`src/rtl/up_counter_pkg.sv`:
```
// Shared types and helpers for up_counter: FSM state encoding, default width, terminal-count helper.
package up_counter_pkg;

  localparam int DEFAULT_WIDTH = 5;

  typedef enum logic [1:0] {
    ST_IDLE = 2'd0,
    ST_RUN  = 2'd1,
    ST_DONE = 2'd2
  } state_t;

  function automatic int tc_of(input int modulus);
    return modulus - 1;
  endfunction

endpackage

```
`src/rtl/up_counter.sv`:
```
// Modulo-N up counter with IDLE/RUN/DONE start-stop FSM, sync clear/load, tc/wrap/done strobes.
// Build option UP_COUNTER_SATURATE_EN: free-running mode holds at MODULUS-1 instead of wrapping.
module up_counter
  import up_counter_pkg::*;
#(
  parameter int WIDTH   = DEFAULT_WIDTH,
  parameter int MODULUS = 32
) (
  input  logic             clk,
  input  logic             reset,
  input  logic             start,
  input  logic             stop,
  input  logic             oneshot,
  input  logic             en,
  input  logic             clear,
  input  logic             load,
  input  logic [WIDTH-1:0] load_val,
  output logic [WIDTH-1:0] count,
  output logic             tc,
  output logic             wrap,
  output logic             done,
  output logic             busy
);

  localparam logic [WIDTH-1:0] TC = WIDTH'(tc_of(MODULUS));

  state_t           r_state;
  state_t           w_state_nxt;
  logic [WIDTH-1:0] r_count;
  logic [WIDTH-1:0] w_count_nxt;
  logic             r_wrap;
  logic             w_wrap_nxt;
  logic             r_done;
  logic             w_done_nxt;
  logic             w_at_tc;

  assign w_at_tc = (r_count == TC);

  always_ff @(posedge clk or negedge reset) begin
    if (!reset) begin
      r_state <= ST_IDLE;
      r_count <= '0;
      r_wrap  <= 1'b0;
      r_done  <= 1'b0;
    end else begin
      r_state <= w_state_nxt;
      r_count <= w_count_nxt;
      r_wrap  <= w_wrap_nxt;
      r_done  <= w_done_nxt;
    end
  end

  // Priority: clear > load > start/stop > count.
  always_comb begin
    w_state_nxt = r_state;
    w_count_nxt = r_count;
    w_wrap_nxt  = 1'b0;
    w_done_nxt  = 1'b0;
    if (clear) begin
      w_state_nxt = ST_IDLE;
      w_count_nxt = '0;
    end else if (load) begin
      w_count_nxt = (load_val > TC) ? TC : load_val;
    end else begin
      case (r_state)
        ST_IDLE: begin
          if (start) begin
            w_state_nxt = ST_RUN;
            w_count_nxt = '0;
          end
        end
        ST_RUN: begin
          if (stop) begin
            w_state_nxt = ST_IDLE;
          end else if (start) begin
            w_count_nxt = '0;
          end else if (en) begin
            if (!w_at_tc) begin
              w_count_nxt = r_count + WIDTH'(1);
            end else if (oneshot) begin
              w_state_nxt = ST_DONE;
              w_done_nxt  = 1'b1;
            end else begin
`ifdef UP_COUNTER_SATURATE_EN
              w_count_nxt = r_count;
`else
              w_count_nxt = '0;
              w_wrap_nxt  = 1'b1;
`endif
            end
          end
        end
        ST_DONE: begin
          if (start) begin
            w_state_nxt = ST_RUN;
            w_count_nxt = '0;
          end else begin
            w_state_nxt = ST_IDLE;
          end
        end
        default: begin
          w_state_nxt = ST_IDLE;
        end
      endcase
    end
  end

  always_comb begin
    count = r_count;
    tc    = w_at_tc;
    wrap  = r_wrap;
    done  = r_done;
    busy  = (r_state == ST_RUN);
  end

endmodule

```
`config.mk`:
```
export PLATFORM = sky130hd
export DESIGN_NAME = up_counter
export DESIGN_NICKNAME = d
export VERILOG_FILES = /design/src/rtl/up_counter_pkg.sv /design/src/rtl/up_counter.sv
export SDC_FILE = /design/constraint.sdc
export NUM_CORES = 1
export LEC_CHECK = 0
export BUFFER_PORTS_ARGS = -buffer_cell sky130_fd_sc_hd__buf_2
export CAP_MARGIN = 20
export CORE_AREA = 8 8 45 47
export CTS_CLUSTER_SIZE = 14
export DETAILED_ROUTE_END_ITERATION = 10
export DIE_AREA = 0 0 53 55
export PLACE_DENSITY_LB_ADDON = 0.08
export SLEW_MARGIN = 20
export SYNTH_ARGS = -nofsm -noshare
export SYNTH_HDL_FRONTEND = slang
export SYNTH_SLANG_ARGS = --single-unit
```
`constraint.sdc`:
```
create_clock -name clk -period 2.6 [get_ports clk]
set_clock_uncertainty 0.2 [all_clocks]
set_input_delay 0.78 -clock clk [delete_from_list [all_inputs] [get_ports clk]]
set_output_delay 0.78 -clock clk [all_outputs]
set_load 0.02 [all_outputs]
```
## After elaboration in Yosys (flattened, before gate mapping)

Index checks and enable logic that the tools add are counted.

- Register bits after elaboration: 9
- Input bits: 13
- Output and inout bits: 9

- $add $sub $neg: 1
- Magnitude comparators: 1
- Eq/ne operators: 13
- Muxes and demuxes: 36
- Reduce and logical (&&, ||, !) cells: 5

Operator list:

| operator | count |
|---|---|
| 5-bit two-way mux | 9 |
| 4-bit != test (second input constant) | 5 |
| 1-bit two-way mux | 17 |
| 2-bit two-way mux | 8 |
| 5-bit case mux with 2 select lines | 1 |
| 6-bit != test (second input constant) | 1 |
| 2-bit case mux with 3 select lines | 1 |
| 6-bit AND reduction | 1 |
| 5-bit by 1-bit adder with 5-bit output (second input constant) | 1 |
| 5-bit == test (second input constant) | 1 |
| 5-bit > comparator (second input constant) | 1 |
| 5-bit != test (second input constant) | 1 |
| 5-bit AND reduction | 1 |
| 4-bit by 1-bit != test with 1-bit output (second input constant) | 1 |
| 4-bit nonzero test | 1 |
| 3-bit != test (second input constant) | 1 |
| 2-bit by 1-bit == test with 1-bit output (second input constant) | 1 |
| 2-bit == test (second input constant) | 1 |
| 2-bit logical NOT | 1 |
| 2-bit != test (second input constant) | 1 |
| 2-bit OR reduction | 1 |

## Depth between registers and ports, before layout

Gate-level depths: netlist of the first run.

- Word-level depth: 8
- Gate-level depth with buffers: 7

## Worst setup path after synthesis of the first run

No wires, ideal clock.

- Path kind: reg2out
- From: reg r_count[0] (netlist: count[0])
- To: out tc
- Arrival time: 1174 ps
- Slack: 446 ps
- Stages on the path, launching flop included: 4
- Path through: dfrtp_1 -> ha_1 -> and3_1 -> ha_1

- Word-level cells in the longest chain between the ends: 1

RTL lines:

| item | RTL line | RTL |
|---|---|---|
| start: declaration | up_counter.sv:29 | `logic [WIDTH-1:0] r_count;` |
| start signal: assignment | up_counter.sv:47 | `r_count <= w_count_nxt;` |
| 5-bit == test | up_counter.sv:37 | `assign w_at_tc = (r_count == TC);` |
| end: declaration | up_counter.sv:19 | `output logic tc,` |

No other way between the ends.

## Worst setup path after layout of the first run

Same ends and word-level chain as after synthesis.

==> results of run 1 <==
-- repair_timing --
| item | 4_1_cts | 5_1_grt |
|---|---|---|
| resized for setup | 0 | 1 |
| hold endpoints to repair | 0 | 0 |
| setup endpoints to repair | 0 | 1 |
-- cells by family after synthesis --
logic type | Yosys count | share of synthesized area, %
DFF | 9 | 38.79
adders and majority gates | 3 | 6.466
buffers and inverters | 1 | 0.6459
muxes | 1 | 2.585
AOI/OAI and AO/OA | 17 | 22.41
and+or+nand+nor | 26 | 29.10
-- metal layers --
metal / track usage [%] / routed length [um]
met1: 13.95 / 709
met2: 15.23 / 651
met3: 3.476 / 85
met4: 6.466 / 11
met5: 0 / 0
-- report_power, final --
group           total, W  internal, W  switching (W)
clock           0.000113    0.0000593      0.0000541
sequential      0.000155     0.000146     0.00000862
combinational  0.0000576    0.0000249      0.0000327
-- state kept, by name, summed over array words and instances (netlist names) --
register	cells
wrap	1
r_state	2
done	1
count	5
-- metrics by stage --
| step | hold slack, ns | instances | power, W |
|---|---|---|---|
| global placement | 0.3595 | 94 | 0.0002150 |
| detailed placement | 0.3472 | 94 | 0.0002152 |
| finish | 0.1637 | 98 | 0.0003260 |
| CTS | 0.1610 | 98 | 0.0003274 |
| global route | 0.1628 | 98 | 0.0003434 |
| floorplan | 0.2844 | 57 | 0.0001861 |
-- how the worst max path moves through the flow --
stage	start	endpoint	slack [ns]	cells after the start
6_report	count[0]	tc	0.08	4
5_1_grt	count[0]	tc	0.004	4
4_1_cts	count[0]	tc	0.06	4
3_5_place_dp	clear	count[0]	0.32	5
3_3_place_gp	clear	count[0]	0.34	5
2_1_floorplan	count[0]	tc	0.45	3
-- cell type report --
| type | instances | area [um^2] |
|---|---|---|
| tap | 16 | 20.02 |
| inverter | 1 | 3.754 |
| sequential | 9 | 226.5 |
| fill | 139 | 650.6 |
| timing repair buffer | 21 | 105.1 |
| clock buffer | 4 | 26.28 |
| multi-input combinational | 47 | 351.6 |
-- layout by cell type (no fill, tap or decap), types with 3 or more instances in the layout --
cell type	instances
ha_1	3
nor2_1	3
a21oi_1	4
buf_2	21
nand2_1	5
dfrtp_1	8
clkbuf_4	3
-- worst reg2reg max path, stage by stage, from the launching register on --
cell and delay (ns):
dfrtp_2 0.44, ha_1 0.23, and3_1 0.21, ha_1 0.19, nand2_1 0.08, a31o_4 0.20, nand2_2 0.07, mux2_4 0.31
==> results.py, run 1 <==
metrics = {
    "clock_network": {
        "htreeDepth": 1,
        "numCtsBuffers": 3,
        "cts.reportedPaths.clkPinSlew_ns": 0.07,
        "clock_path_buffers": 2,
        "cts_root_buffer": "clkbuf_4",
        "cts.sinks": 9,
        "cts_hold_buf": 0,
        "cts_tree": "done",
        "cts_setup_buffers": 0,
        "clk_latency_ns": 0.26,
    },
    "place": {
        "gp_congestion": 0.8040,
        "dpl_worst_slack_ns": 0.3186,
        "postPlaceCellArea_um2": 705.7,
        "hpwl_um": 1129,
        "portBuffers": 21,
    },
    "sta": {
        "rsz0062_at_grt": "no",
        "period_share_pct": 96.88,
        "fmax_mhz": 397.0,
        "tightest_slew_ns": 0.6288,
        "slew_violations": 0,
        "slew_headroom_pct": 57.90,
        "setup_viol": 0,
        "fin_crit_ns": 2.519,
        "finalHoldViolations": 0,
        "fin_ws_ns": 0.08124,
        "finalSetupTns_ns": 0,
    },
    "synth": {
        "ys_ff_latch": 9,
        "ys.flop_type": "dfrtp_1",
        "synthesis.area_um2": 580.6,
        "synth_edf_count": 0,
        "synth_area_leader_cell": "dfrtp_1",
        "synth_top_area_share_pct": 38.79,
        "synthCells": 57,
        "yosysWarnings": 0,
        "synthTopCellsByCount": "dfrtp_1 (9), nand2_1 (5), a21oi_1 (4), ha_1 (3), nor2_1 (3)",
        "synthTopCellsByArea": "dfrtp_1 (39%), ha_1 (6.5%), nor4b_4 (4.1%)",
        "synth_area_per_cell_um2": 10.19,
        "async_reset_ff_share_pct": 100.0,
        "yosysMostFrequentCell": "dfrtp_1",
        "ys_seq_area_share_pct": 38.79,
        "syn-num-nets": 73,
        "synth.distinct_cells": 31,
    },
    "hold_path": {
        "holdCritPathClass": "input port to asynchronous set/reset pin",
    },
    "cells_and_area": {
        "design_area_um2": 733.2,
        "nNetsFinal": 99,
        "diodes": 0,
        "fin_util_pct": 52.98,
        "area_growth_pct": 26.29,
        "layout-drive-gt1-share_pct": 39.02,
    },
    "global_routing": {
        "grt_pass1_vias": 497,
        "antenna_found_initial": 0,
        "grt_max_degree": 10,
        "grt_pass1_wl_um": 2270,
        "track_usage_pct": 10.79,
        "gr-total-overflow": 0,
    },
    "critical_path": {
        "rrSetupSlack_ns": 0.55,
        "path_delay_family": "adder cells",
        "critPathBufInv": 1,
        "cpPeakStageDelay_ns": 0.44,
        "cp_slowest_cell": "dfrtp_2",
        "critPathArrivalTime_ns": 1.54,
        "critical_path.cell_chain": "ha_1, and3_1, ha_1, buf_2",
        "crit_type": "register to output pin",
        "r2r_cells": 7,
        "crit-reg2reg-launch": "count[0]",
        "cp-end-kind": "output pin",
        "r2r-end": "count[0]",
        "start_kind": "register",
        "worstPathMaxFanout": 5,
        "crit_required_ns": 1.62,
        "crit_top_cell": "ha_1",
    },
    "run": {
        "maxCapViolCount": 0,
    },
    "routing": {
        "drc_errors": 0,
        "wl_per_cell_um": 14.88,
        "antenna_left": 0,
        "routed-via-count": 544,
        "via_per_inst": 5.551,
        "dr.pass1.iters": 4,
        "finalWirelength_um": 1458,
        "first_iter_violations": 19,
    },
    "floorplanning": {
        "io_pins": 22,
        "num_rows": 14,
        "die_w_um": 53,
        "core_area_um2": 1384,
        "die-area_um2": 2915,
        "die_height_um": 55,
        "initial_core_util_pct": 41.95,
    },
    "power_and_ir_drop": {
        "p_per_area_nw_per_um2": 444.6,
        "leakage_nw": 0.3597,
        "ir_drop_v": 0.0001459,
    },
    "outcome": {
        "status": "completed",
    },
}
(Power assumes the default switching activity.)
==> inputs of run 2 (changes only) <==
PLACE_DENSITY = 0.77   (was default)
PLACE_DENSITY_LB_ADDON = default   (was 0.08)
==> run 2 against run 1 <==
Compared with the run above: sequential share of layout area fell by 0.12 points; wire length fell by 6.0%; via count fell by 1.8%; cell count did not move; global-route usage fell by 0.23 points; core utilization fell by 0.090 points; clock power fell by 8%.
==> results.py, run 2 (synthesis gave the netlist of run 1 again) <==
metrics = {
    "cells_and_area": {
        "fin_util_pct": 52.89,
        "layout-drive-gt1-share_pct": 37.80,
        "area_growth_pct": 26.08,
        "largest_reg_flops": 5,
        "nNetsFinal": 99,
        "diodes": 0,
        "layout_commonest_cell": "buf_2",
        "mostFrequentLayoutCells": "buf_2 (21), dfrtp_1 (9), nand2_1 (5)",
        "instances_no_fill": 98,
    },
    "routing": {
        "first_iter_violations": 7,
        "routed-via-count": 534,
        "antenna_left": 0,
        "dr.pass1.iters": 4,
        "finalWirelength_um": 1370,
        "drc_errors": 0,
        "via_per_inst": 5.449,
        "wl_per_cell_um": 13.98,
    },
    "floorplanning": {
        "die-area_um2": 2915,
        "die_height_um": 55,
        "die_w_um": 53,
        "core_area_um2": 1384,
        "io_pins": 22,
        "initial_core_util_pct": 41.95,
        "num_rows": 14,
    },
    "sta": {
        "fmax_mhz": 397.1,
        "rsz0062_at_grt": "no",
        "tightest_slew_ns": 0.6346,
        "period_share_pct": 96.86,
        "fin_ws_ns": 0.08163,
        "finalHoldViolations": 0,
        "fin_crit_ns": 2.518,
        "slew_headroom_pct": 57.50,
        "finalSetupTns_ns": 0,
        "setup_viol": 0,
        "slew_violations": 0,
    },
    "power_and_ir_drop": {
        "p_per_area_nw_per_um2": 431.4,
        "p_total_w": 0.0003158,
        "ir_drop_v": 0.0002070,
        "leakage_nw": 0.3612,
    },
    "clock_network": {
        "cts_tree": "done",
        "clk_latency_ns": 0.25,
        "cts.sinks": 9,
        "cts_root_buffer": "clkbuf_4",
        "cts-resized-gates": 0,
        "clock_path_buffers": 2,
        "cts_hold_buf": 0,
        "numCtsBuffers": 3,
        "cts_setup_buffers": 0,
        "htreeDepth": 1,
        "cts.reportedPaths.clkPinSlew_ns": 0.06,
    },
    "global_routing": {
        "grt_max_degree": 10,
        "grt_pass1_wl_um": 2290,
        "grt_pass1_vias": 545,
        "track_usage_pct": 10.56,
        "gr-total-overflow": 0,
        "antenna_found_initial": 0,
    },
    "critical_path": {
        "path_delay_family": "adder cells",
        "critPathBufInv": 1,
        "crit_type": "register to output pin",
        "cpPeakStageDelay_ns": 0.42,
        "crit_required_ns": 1.62,
        "critical_path.cell_chain": "ha_1, and3_1, ha_1, buf_2",
        "r2r_cells": 7,
        "cp_num_cells": 4,
        "critPathArrivalTime_ns": 1.54,
        "start_kind": "register",
        "crit_top_cell": "ha_1",
        "critical_path.startpoint": "count[0]",
        "cp_slowest_cell": "dfrtp_1",
        "cp-end-kind": "output pin",
        "worstPathMaxFanout": 5,
        "crit-reg2reg-launch": "count[0]",
    },
    "place": {
        "gp_congestion": 0.7612,
        "dpl_worst_slack_ns": 0.3159,
        "portBuffers": 21,
        "placedCellCount": 94,
        "hpwl_um": 1126,
    },
    "run": {
        "maxCapViolCount": 0,
    },
    "hold_path": {
        "holdCritPathClass": "input port to asynchronous set/reset pin",
    },
    "outcome": {
        "status": "completed",
    },
}
-- run 2: cell counts in the layout (fill, tap and decap cells not counted) --
No cell type changed its count.
-- run 2: path summary, 6_finish.rpt --
| check | to | slack [ns] |
|---|---|---|
| max | tc | 0.08 |
| min | r_state[1] | 0.17 |
| max reg2reg | count[0] | 0.52 |
| min reg2reg | count[3] | 0.35 |
| max in group asynchronous | count[2] | 1.84 |
| min in group clk | count[3] | 0.35 |
-- run 2: metal layers --
| layer | vias to the layer above | GRT usage [%] | wire length, um |
|---|---|---|---|
| met5 | - | 0 | 0 |
| met4 | 0 | 5.172 | 14 |
| met3 | 2 | 4.011 | 135 |
| met2 | 14 | 16.80 | 631 |
| met1 | 249 | 12.23 | 589 |
| li1 | 269 | - | - |
-- run 2: per-stage QoR --
stage	area, um^2	hold slack, ns
after floorplan	580.6	0.2844
after global placement	705.7	0.3476
after detailed placement	705.7	0.3478
after CTS	732.0	0.1705
after global routing	732.0	0.1834
final	732.0	0.1693
-- run 2: area by class of cell --
class | instances | area (um^2)
Inverter | 1 | 3.754
Timing Repair Buffer | 21 | 105.1
Tap cell | 16 | 20.02
Multi-Input combinational cell | 47 | 351.6
Fill cell | 151 | 651.9
Sequential cell | 9 | 225.2
Clock buffer | 4 | 26.28
-- run 2: power breakdown --
part           total [W]  internal, W  switching, W
Combinational  0.0000576    0.0000249     0.0000327
Clock           0.000104    0.0000589     0.0000454
Sequential      0.000154     0.000146    0.00000762
Total           0.000316     0.000230     0.0000857
